`src/rtl/legv8_exec_arith_unit_if.sv`:
```
// legv8_exec_arith_unit_if: operand/result bus; master drives in_valid, a_in, b_in, alu_operation, pc, branch_offset; slave returns out_valid, result, zero, pc_plus4, branch_target (+ carry, overflow when ALU_FLAGS_EN)
interface legv8_exec_arith_unit_if #(
  parameter int DATA_W = 64,
  parameter int ADDR_W = 32
);
  logic in_valid;
  logic [DATA_W-1:0] a_in;
  logic [DATA_W-1:0] b_in;
  logic [2:0] alu_operation;
  logic [ADDR_W-1:0] pc;
  logic [ADDR_W-1:0] branch_offset;
  logic out_valid;
  logic [DATA_W-1:0] result;
  logic zero;
  logic [ADDR_W-1:0] pc_plus4;
  logic [ADDR_W-1:0] branch_target;
`ifdef ALU_FLAGS_EN
  logic carry;
  logic overflow;
  modport master (
    output in_valid, a_in, b_in, alu_operation, pc, branch_offset,
    input out_valid, result, zero, pc_plus4, branch_target, carry, overflow
  );
  modport slave (
    input in_valid, a_in, b_in, alu_operation, pc, branch_offset,
    output out_valid, result, zero, pc_plus4, branch_target, carry, overflow
  );
`else
  modport master (
    output in_valid, a_in, b_in, alu_operation, pc, branch_offset,
    input out_valid, result, zero, pc_plus4, branch_target
  );
  modport slave (
    input in_valid, a_in, b_in, alu_operation, pc, branch_offset,
    output out_valid, result, zero, pc_plus4, branch_target
  );
`endif
endinterface

```
`src/rtl/legv8_exec_arith_unit.sv`:
```
// legv8_exec_arith_unit: registered LEGv8 ALU + PC+4 + branch-target adder; ports clk, reset (sync active-high), bus (legv8_exec_arith_unit_if.slave); macro ALU_FLAGS_EN adds registered carry/overflow
module legv8_exec_arith_unit #(
  parameter int DATA_W = 64,
  parameter int ADDR_W = 32,
  parameter int PC_INC = 4,
  parameter int OFFSET_SHIFT = 2
) (
  input logic clk,
  input logic reset,
  legv8_exec_arith_unit_if.slave bus
);
  localparam logic [2:0] OP_AND = 3'b000;
  localparam logic [2:0] OP_OR = 3'b001;
  localparam logic [2:0] OP_ADD = 3'b010;
  localparam logic [2:0] OP_XOR = 3'b011;
  localparam logic [2:0] OP_NOR = 3'b100;
  localparam logic [2:0] OP_ZERO = 3'b101;
  localparam logic [2:0] OP_SUB = 3'b110;
  logic [DATA_W-1:0] a, b, sum, diff, alu;
  logic [DATA_W-1:0] result_d, result_q;
  logic [ADDR_W-1:0] pc_plus4_d, pc_plus4_q, branch_target_d, branch_target_q;
  logic valid_d, valid_q, zero_d, zero_q;
  assign a = bus.a_in;
  assign b = bus.b_in;
`ifdef ALU_FLAGS_EN
  logic add_c, sub_c, carry_d, carry_q, overflow_d, overflow_q;
  assign {add_c, sum} = {1'b0, a} + {1'b0, b};
  assign {sub_c, diff} = {1'b0, a} + {1'b0, ~b} + {{DATA_W{1'b0}}, 1'b1};
`else
  assign sum = a + b;
  assign diff = a - b;
`endif
  always_comb begin
    case (bus.alu_operation)
      OP_AND: alu = a & b;
      OP_OR: alu = a | b;
      OP_ADD: alu = sum;
      OP_XOR: alu = a ^ b;
      OP_NOR: alu = ~(a | b);
      OP_ZERO: alu = '0;
      OP_SUB: alu = diff;
      default: alu = b;
    endcase
  end
  always_comb begin
    valid_d = bus.in_valid;
    result_d = bus.in_valid ? alu : result_q;
    zero_d = bus.in_valid ? (alu == '0) : zero_q;
    pc_plus4_d = bus.in_valid ? bus.pc + ADDR_W'(PC_INC) : pc_plus4_q;
    branch_target_d = bus.in_valid ? bus.pc + (bus.branch_offset << OFFSET_SHIFT) : branch_target_q;
`ifdef ALU_FLAGS_EN
    carry_d = !bus.in_valid ? carry_q :
              bus.alu_operation == OP_ADD ? add_c :
              bus.alu_operation == OP_SUB ? sub_c : 1'b0;
    overflow_d = !bus.in_valid ? overflow_q :
                 bus.alu_operation == OP_ADD ? (a[DATA_W-1] == b[DATA_W-1]) && (sum[DATA_W-1] != a[DATA_W-1]) :
                 bus.alu_operation == OP_SUB ? (a[DATA_W-1] != b[DATA_W-1]) && (diff[DATA_W-1] != a[DATA_W-1]) : 1'b0;
`endif
  end
  always_ff @(posedge clk) begin
    if (reset) begin
      valid_q <= 1'b0;
      result_q <= '0;
      zero_q <= 1'b1;
      pc_plus4_q <= '0;
      branch_target_q <= '0;
`ifdef ALU_FLAGS_EN
      carry_q <= 1'b0;
      overflow_q <= 1'b0;
`endif
    end else begin
      valid_q <= valid_d;
      result_q <= result_d;
      zero_q <= zero_d;
      pc_plus4_q <= pc_plus4_d;
      branch_target_q <= branch_target_d;
`ifdef ALU_FLAGS_EN
      carry_q <= carry_d;
      overflow_q <= overflow_d;
`endif
    end
  end
  assign bus.out_valid = valid_q;
  assign bus.result = result_q;
  assign bus.zero = zero_q;
  assign bus.pc_plus4 = pc_plus4_q;
  assign bus.branch_target = branch_target_q;
`ifdef ALU_FLAGS_EN
  assign bus.carry = carry_q;
  assign bus.overflow = overflow_q;
`endif
endmodule

```
`src/flat_wrapper.sv`:
```
// flat-port wrapper written by rule: the top's interface ports become plain ports
module legv8_exec_arith_unit_flat 
#(
  parameter int DATA_W = 64,
  parameter int ADDR_W = 32,
  parameter int PC_INC = 4,
  parameter int OFFSET_SHIFT = 2
)
  (clk, reset, bus_in_valid, bus_a_in, bus_b_in, bus_alu_operation, bus_pc, bus_branch_offset, bus_out_valid, bus_result, bus_zero, bus_pc_plus4, bus_branch_target);
  legv8_exec_arith_unit_if #(.DATA_W(DATA_W), .ADDR_W(ADDR_W)) bus_i ();
  input logic clk;
  input logic reset;
  input wire logic [$bits(bus_i.in_valid)-1:0] bus_in_valid;
  input wire logic [$bits(bus_i.a_in)-1:0] bus_a_in;
  input wire logic [$bits(bus_i.b_in)-1:0] bus_b_in;
  input wire logic [$bits(bus_i.alu_operation)-1:0] bus_alu_operation;
  input wire logic [$bits(bus_i.pc)-1:0] bus_pc;
  input wire logic [$bits(bus_i.branch_offset)-1:0] bus_branch_offset;
  output wire logic [$bits(bus_i.out_valid)-1:0] bus_out_valid;
  output wire logic [$bits(bus_i.result)-1:0] bus_result;
  output wire logic [$bits(bus_i.zero)-1:0] bus_zero;
  output wire logic [$bits(bus_i.pc_plus4)-1:0] bus_pc_plus4;
  output wire logic [$bits(bus_i.branch_target)-1:0] bus_branch_target;
  assign bus_i.in_valid = bus_in_valid;
  assign bus_i.a_in = bus_a_in;
  assign bus_i.b_in = bus_b_in;
  assign bus_i.alu_operation = bus_alu_operation;
  assign bus_i.pc = bus_pc;
  assign bus_i.branch_offset = bus_branch_offset;
  assign bus_out_valid = bus_i.out_valid;
  assign bus_result = bus_i.result;
  assign bus_zero = bus_i.zero;
  assign bus_pc_plus4 = bus_i.pc_plus4;
  assign bus_branch_target = bus_i.branch_target;
  legv8_exec_arith_unit #(.DATA_W(DATA_W), .ADDR_W(ADDR_W), .PC_INC(PC_INC), .OFFSET_SHIFT(OFFSET_SHIFT)) u_core (.clk(clk), .reset(reset), .bus(bus_i));
endmodule
```
`config.mk`:
```
export PLATFORM = sky130hd
export DESIGN_NAME = legv8_exec_arith_unit_flat
export DESIGN_NICKNAME = d
export VERILOG_FILES = /design/src/rtl/legv8_exec_arith_unit_if.sv /design/src/rtl/legv8_exec_arith_unit.sv /design/src/flat_wrapper.sv
export SDC_FILE = /design/constraint.sdc
export NUM_CORES = 1
export LEC_CHECK = 0
export ABC_AREA = 1
export ABC_CLOCK_PERIOD_IN_PS = 4800
export CORE_UTILIZATION = 45
export CTS_CLUSTER_SIZE = 25
export DETAILED_ROUTE_END_ITERATION = 8
export PLACE_DENSITY = 0.7
export RECOVER_POWER = 100
export SLEW_MARGIN = 20
export SYNTH_ARGS = -nofsm -noshare
export SYNTH_HDL_FRONTEND = slang
export SYNTH_SLANG_ARGS = --single-unit
```
`constraint.sdc`:
```
create_clock -name clk -period 4.8 [get_ports clk]
set_clock_uncertainty 0.2 [all_clocks]
set_input_delay 0.72 -clock clk [delete_from_list [all_inputs] [get_ports clk]]
set_output_delay 0.72 -clock clk [all_outputs]
set_load 0.05 [all_outputs]
```
After elaboration in Yosys (flattened, before gate mapping)
Cells that the tools add are included.
- register bits: 130
- latch bits: 0
- RAM bits: 0
- ROM bits: 0
- input port bits: 198
- word-level logic and storage cells: 22
- memories kept: 0
- add/subtract/negate cells: 4
- multipliers: 0
- divide/modulo/power cells: 0
- magnitude comparators: 0
- equality and inequality tests: 6
- shift-type cells: 0
- mux-type cells: 1
- bitwise operators: 4
- reduce and logical (&&, ||, !) cells: 2
- operators by type and width (cell ; number):
    one-hot mux 64 bit (7 select lines) ; 1
    adder 64 bit ; 1
    AND 64 bit ; 1
    zero test 64 bit ; 1
    inverter 64 bit ; 1
    OR 64 bit ; 1
    subtractor 64 bit ; 1
    XOR 64 bit ; 1
    adder 32 x 3 -> 32 bit, second input constant ; 1
    adder 32 bit ; 1
    equality test 3 bit, second input constant ; 3
    equality test 3 x 2 -> 1 bit, second input constant ; 2
    equality test 3 x 1 -> 1 bit, second input constant ; 1
    zero test 3 bit ; 1

Logic depth before layout (Yosys ltp)
- depth in word-level cells: 4
- gate-level depth with buffers: 34
- depth with buffers taken out: 33

Least setup slack after synthesis
Ideal clock, no wire load.
- path kind: input port to flip-flop
- start: in bus_b_in[1]
- end: reg u_core.zero_q (netlist: u_core.bus.zero)
- library setup time: 0.060 ns
- arrival time: 4.036 ns
- data required time: 4.540 ns
- slack: 0.505 ns
- stages: 31
- buffers on the path: 0
- path through: inv_1 ha_1 nand3_2 nor4_4 nand3_2 nor2_2 nand2_2 nor3_4 nor2_2 nor2_4 o21ai_2 nor2_1 xor2_1 ha_1 a21oi_1 inv_1 a21oi_1 o21ai_0 inv_1 nand2_1 a21oi_1 nand3_1 nand3_1 nand2_1 nand2_1 nand2_1 nor2_1 nand2_1 nor2_1 nand3_1 nand2_1
- word-level cells in the longest chain between the ends: 4
- ends and longest elaborated chain (item ; RTL line ; RTL):
    from (decl) ; flat_wrapper.sv:15 ; input wire logic [$bits(bus_i.b_in)-1:0] bus_b_in;
    branches (longest 2 deep; another with subtractor 64 bit) ; n/a ;
    one-hot mux 64 bit (7 select lines) * ; legv8_exec_arith_unit.sv:34 ; case (bus.alu_operation)
    zero test 64 bit * ; legv8_exec_arith_unit.sv:48 ; zero_d = bus.in_valid ? (alu == '0) : zero_q;
    to (signal assigned) ; legv8_exec_arith_unit.sv:74 ; zero_q <= zero_d;
    to (decl) ; legv8_exec_arith_unit.sv:22 ; logic valid_d, valid_q, zero_d, zero_q;
Every way passes the cells marked *.
A chain may end at the register's enable or synchronous reset.

Worst setup path in the final report
- start: in bus_alu_operation[0]
- end: reg u_core.zero_q (netlist: u_core.bus.zero)
- word-level cells in the longest chain between the ends: 3
- ends and longest elaborated chain (item ; RTL line ; RTL):
    from (decl) ; flat_wrapper.sv:16 ; input wire logic [$bits(bus_i.alu_operation)-1:0] bus_alu_operation;
    equality test 3 bit, or another cell as far along ; legv8_exec_arith_unit.sv:34 ;
    one-hot mux 64 bit (7 select lines) * ; legv8_exec_arith_unit.sv:34 ;
    zero test 64 bit * ; legv8_exec_arith_unit.sv:48 ;
Every way passes the cells marked *; elsewhere a longest branch is shown, timed or not.

==> impl_metrics.toml <==
[outcome]
outcome = "complete, but fails checks"
violations = "max-capacitance violations, max-slew violations"

[routing]
ant_nets = 0
wl_um = 92000
first_pass_iters = 8
drc = 0
wl_per_cell_um = 20.4
vias_per_cell = 5.55
initialDrtViolationCount = 2350
vias = 25100

[synth]
syn_area_um2 = 18600
synth_cell_types = 54
synth_edf_count = 0
ys_ff_latch = 128
yosysWarnings = 0
async_flop_share_pct = 0
synthCells = 3216
synth-main-ff-cell = "dfxtp_1"
syn-num-nets = 3638
ys_seq_area_share_pct = 13.8
syn_avg_cell_area_um2 = 5.77

[global_route]
grt_pass1_vias = 24000
grt.overflow.total = 0
antenna_found_initial = 1
grt_usage_pct = 41.9
grt_pass1_wl_um = 134000
grt_max_degree = 73

[cells_and_area]
final_nets = 4393
drive_gt1_share_pct = 21.4
syn_to_final_growth_pct = 48.9
multi_input_area_um2 = 14600
n_fill_cell = 3698
seqCellArea_um2 = 2560

[floorplanning]
boundaryPins = 328
core-area_um2 = 40700
die_y_um = 205
initial_core_util_pct = 45.6
rows = 74
die-area_um2 = 42100
die_w_um = 205

[sta]
setup_slack_ns = 0.0972
fmax_mhz = 213
tightest_slew_ns = 2.50
setup_tns_ns = 0
setup_viol = 0
post-route-period-util_pct = 98.0
slew_headroom_pct = -66.6
finalCriticalPeriod_ns = 4.70
finalMaxSlewViolations = 62
finalHoldViolCount = 0

[worst_setup_path]
crit_top_cell = "nand3_1"
crit_path_end = "u_core.bus.zero"
required_ns = 4.97
crit_family = "simple AND/OR/NAND/NOR gates"
cpPeakStageDelay_ns = 0.56
crit_slowest_cell = "clkdlybuf4s50_1"
cp_num_buf_inv = 7
critical_path.startpoint = "bus_alu_operation[0]"
worst-setup-path-type = "in -> reg"
reg2reg_from = "u_core.bus.result[43]"
cp_max_fo = 7
r2r_slack_ns = 3.74
reg2reg_to = "u_core.bus.result[43]"
cp-start-kind = "input port"
rr_worst_depth = 2
end_kind = "flip-flop"
critPathArrivalTime_ns = 4.87
worstSetupPathDepth = 28

[clock_network]
cts_made_buffers = 17
clk_pin_slew_ns = 0.06
clock_latency_ns = 0.42
clock_sinks = 128
cts_hold_buffers = 0
cts_buffer_depth = 2
htree_levels = 4
cts-root-buf = "clkbuf_16"
cts_tree = "done"

[flow_run]
max_cap_violations = 1

[placement]
place_congestion = 1.10
post-place-ws_ns = -0.880
dp_hpwl_um = 73500
port_buffers = 325

[hold_path]
hp-class = "reg -> reg"

[power]
p_leak_nw = 14.7
netSwitchingFraction_pct = 44.7
p_sw_mw = 2.64
power.internal_mw = 3.27
pwr-share-comb_pct = 56.2
seqPwrFrac_pct = 20.3
power_density_nw_per_um2 = 214
vdd_ir_drop_max_mv = 0.275
power.share.clock_pct = 23.4
-- through the flow --
step | utilization, % | std cells | cell area (um^2) | power (mW) | hold WS, ns
floorplan | - | 3216 | 18600 | 2.80 | 0.547
global placement | 63.0 | 4456 | 25700 | 4.23 | 0.263
detailed placement | 63.0 | 4456 | 25700 | 4.28 | 0.265
CTS | 65.4 | 4499 | 26700 | 5.71 | 0.281
global route | 67.8 | 4516 | 27600 | 6.16 | 0.321
finish | 67.8 | 4517 | 27600 | 5.91 | 0.279
-- per-layer routing --
layer,global-route usage [%],share of wire [%]
met1,48.4,38
met2,69.1,46
met3,6.73,8.4
met4,32.2,8.5
met5,0,0.011
-- synth_stat cells (7+ instances only) --
cell | n | share of area [%]
o21bai_1 | 11 | 0.44
ha_1 | 222 | 15
nor3_1 | 36 | 0.97
dfxtp_1 | 128 | 14
nand4_1 | 31 | 1.0
o21ai_1 | 17 | 0.46
xor2_1 | 90 | 4.2
buf_1 | 8 | 0.16
inv_2 | 14 | 0.28
nor2_1 | 332 | 6.7
o2111a_1 | 8 | 0.49
o211ai_1 | 27 | 1.1
or2_2 | 8 | 0.27
nor2_2 | 12 | 0.40
a211oi_1 | 25 | 1.0
inv_1 | 540 | 11
nand2_1 | 891 | 18
a21oi_1 | 180 | 4.9
buf_4 | 7 | 0.28
nand3b_1 | 34 | 1.4
clkbuf_1 | 58 | 1.2
buf_2 | 18 | 0.49
nor4_1 | 19 | 0.64
a221oi_1 | 24 | 1.1
xnor2_1 | 18 | 0.85
nand3_1 | 139 | 3.7
o21ai_0 | 252 | 6.8
nand3_2 | 8 | 0.43
-- layout by cell type, fill, tap and decap left out, drive strengths merged, types with 2 or more instances in the layout --
cell             n
a21boi           4
a221oi          24
o21a             3
xnor2           18
inv            560
or2              8
nand3b          35
bufinv           3
nor4            22
fa               2
nor3b            3
nand4           31
nor3            38
and3             3
a21oi          184
o21bai          11
and2             4
nor2           346
clkinv           7
o31ai            4
dlymetal6s2s    20
xor2            90
dfxtp          128
o21ai          274
buf            500
a31oi            5
o2111a           8
o211ai          27
dlygate4sd3    134
nand2          895
a211oi          25
ha             222
clkbuf          23
o221ai           2
nand3          147
a21o             2
clkdlybuf4s50  167
-- power groups by stage --
| stage | registers, mW | clock network [mW] | logic, mW |
|---|---|---|---|
| floorplan | 1.53 | 0 | 1.27 |
| global placement | 1.22 | 0 | 3.01 |
| detailed placement | 1.22 | 0 | 3.06 |
| CTS | 1.20 | 1.38 | 3.13 |
| global route | 1.21 | 1.43 | 3.53 |
| finish | 1.20 | 1.38 | 3.32 |
-- kinds of logic after synthesis --
family                     count (synthesis)  synth area share [%]
AOI/OAI and AO/OA                        576                  17.7
and+or+nand+nor                         1532                  34.9
xor gates and xnor gates                 108                  5.10
DFF                                      128                  13.8
buffers and inverters                    648                  13.4
adders and majority gates                224                  15.2
-- worst reg2reg max path: stages (launching register included) --
cell and delay, ns:
dfxtp_1 0.31, o21ai_0 0.21, a21oi_1 0.10
-- sequential cells by signal (all words and copies together), names as in the netlist --
name and flops:
u_core.bus.zero 1, u_core.bus.branch_target 32, u_core.bus.result 64, u_core.bus.out_valid 1, u_core.bus.pc_plus4 30
-- area by class of cell --
| type | count | area share (%) |
|---|---|---|
| flip-flops and latches | 128 | 9.27 |
| clock inverters | 14 | 0.652 |
| well taps | 532 | 2.41 |
| clock buffers | 18 | 1.55 |
| repair buffers | 827 | 25.7 |
| inverters | 557 | 7.59 |
| diodes | 1 | 0.00906 |
| multi-input cells | 2440 | 52.8 |
-- timing repair --
| item | CTS | global route |
|---|---|---|
| gates resized for setup | 81 | 291 |
| pin swaps | 19 | 85 |
| endpoints found under the setup margin | 27 | 39 |
| setup buffers | 11 | 18 |
-- worst min-delay path by stage --
stage                                            start                           end  cells after the start
after floorplan                 u_core.bus.pc_plus4[3]        u_core.bus.pc_plus4[3]                      2
after global placement    u_core.bus.branch_target[30]  u_core.bus.branch_target[30]                      2
after detailed placement  u_core.bus.branch_target[30]  u_core.bus.branch_target[30]                      2
after CTS                 u_core.bus.branch_target[30]  u_core.bus.branch_target[30]                      2
after global routing      u_core.bus.branch_target[31]  u_core.bus.branch_target[31]                      2
final                     u_core.bus.branch_target[30]  u_core.bus.branch_target[30]                      2
Power figures use the tool's default switching activity.
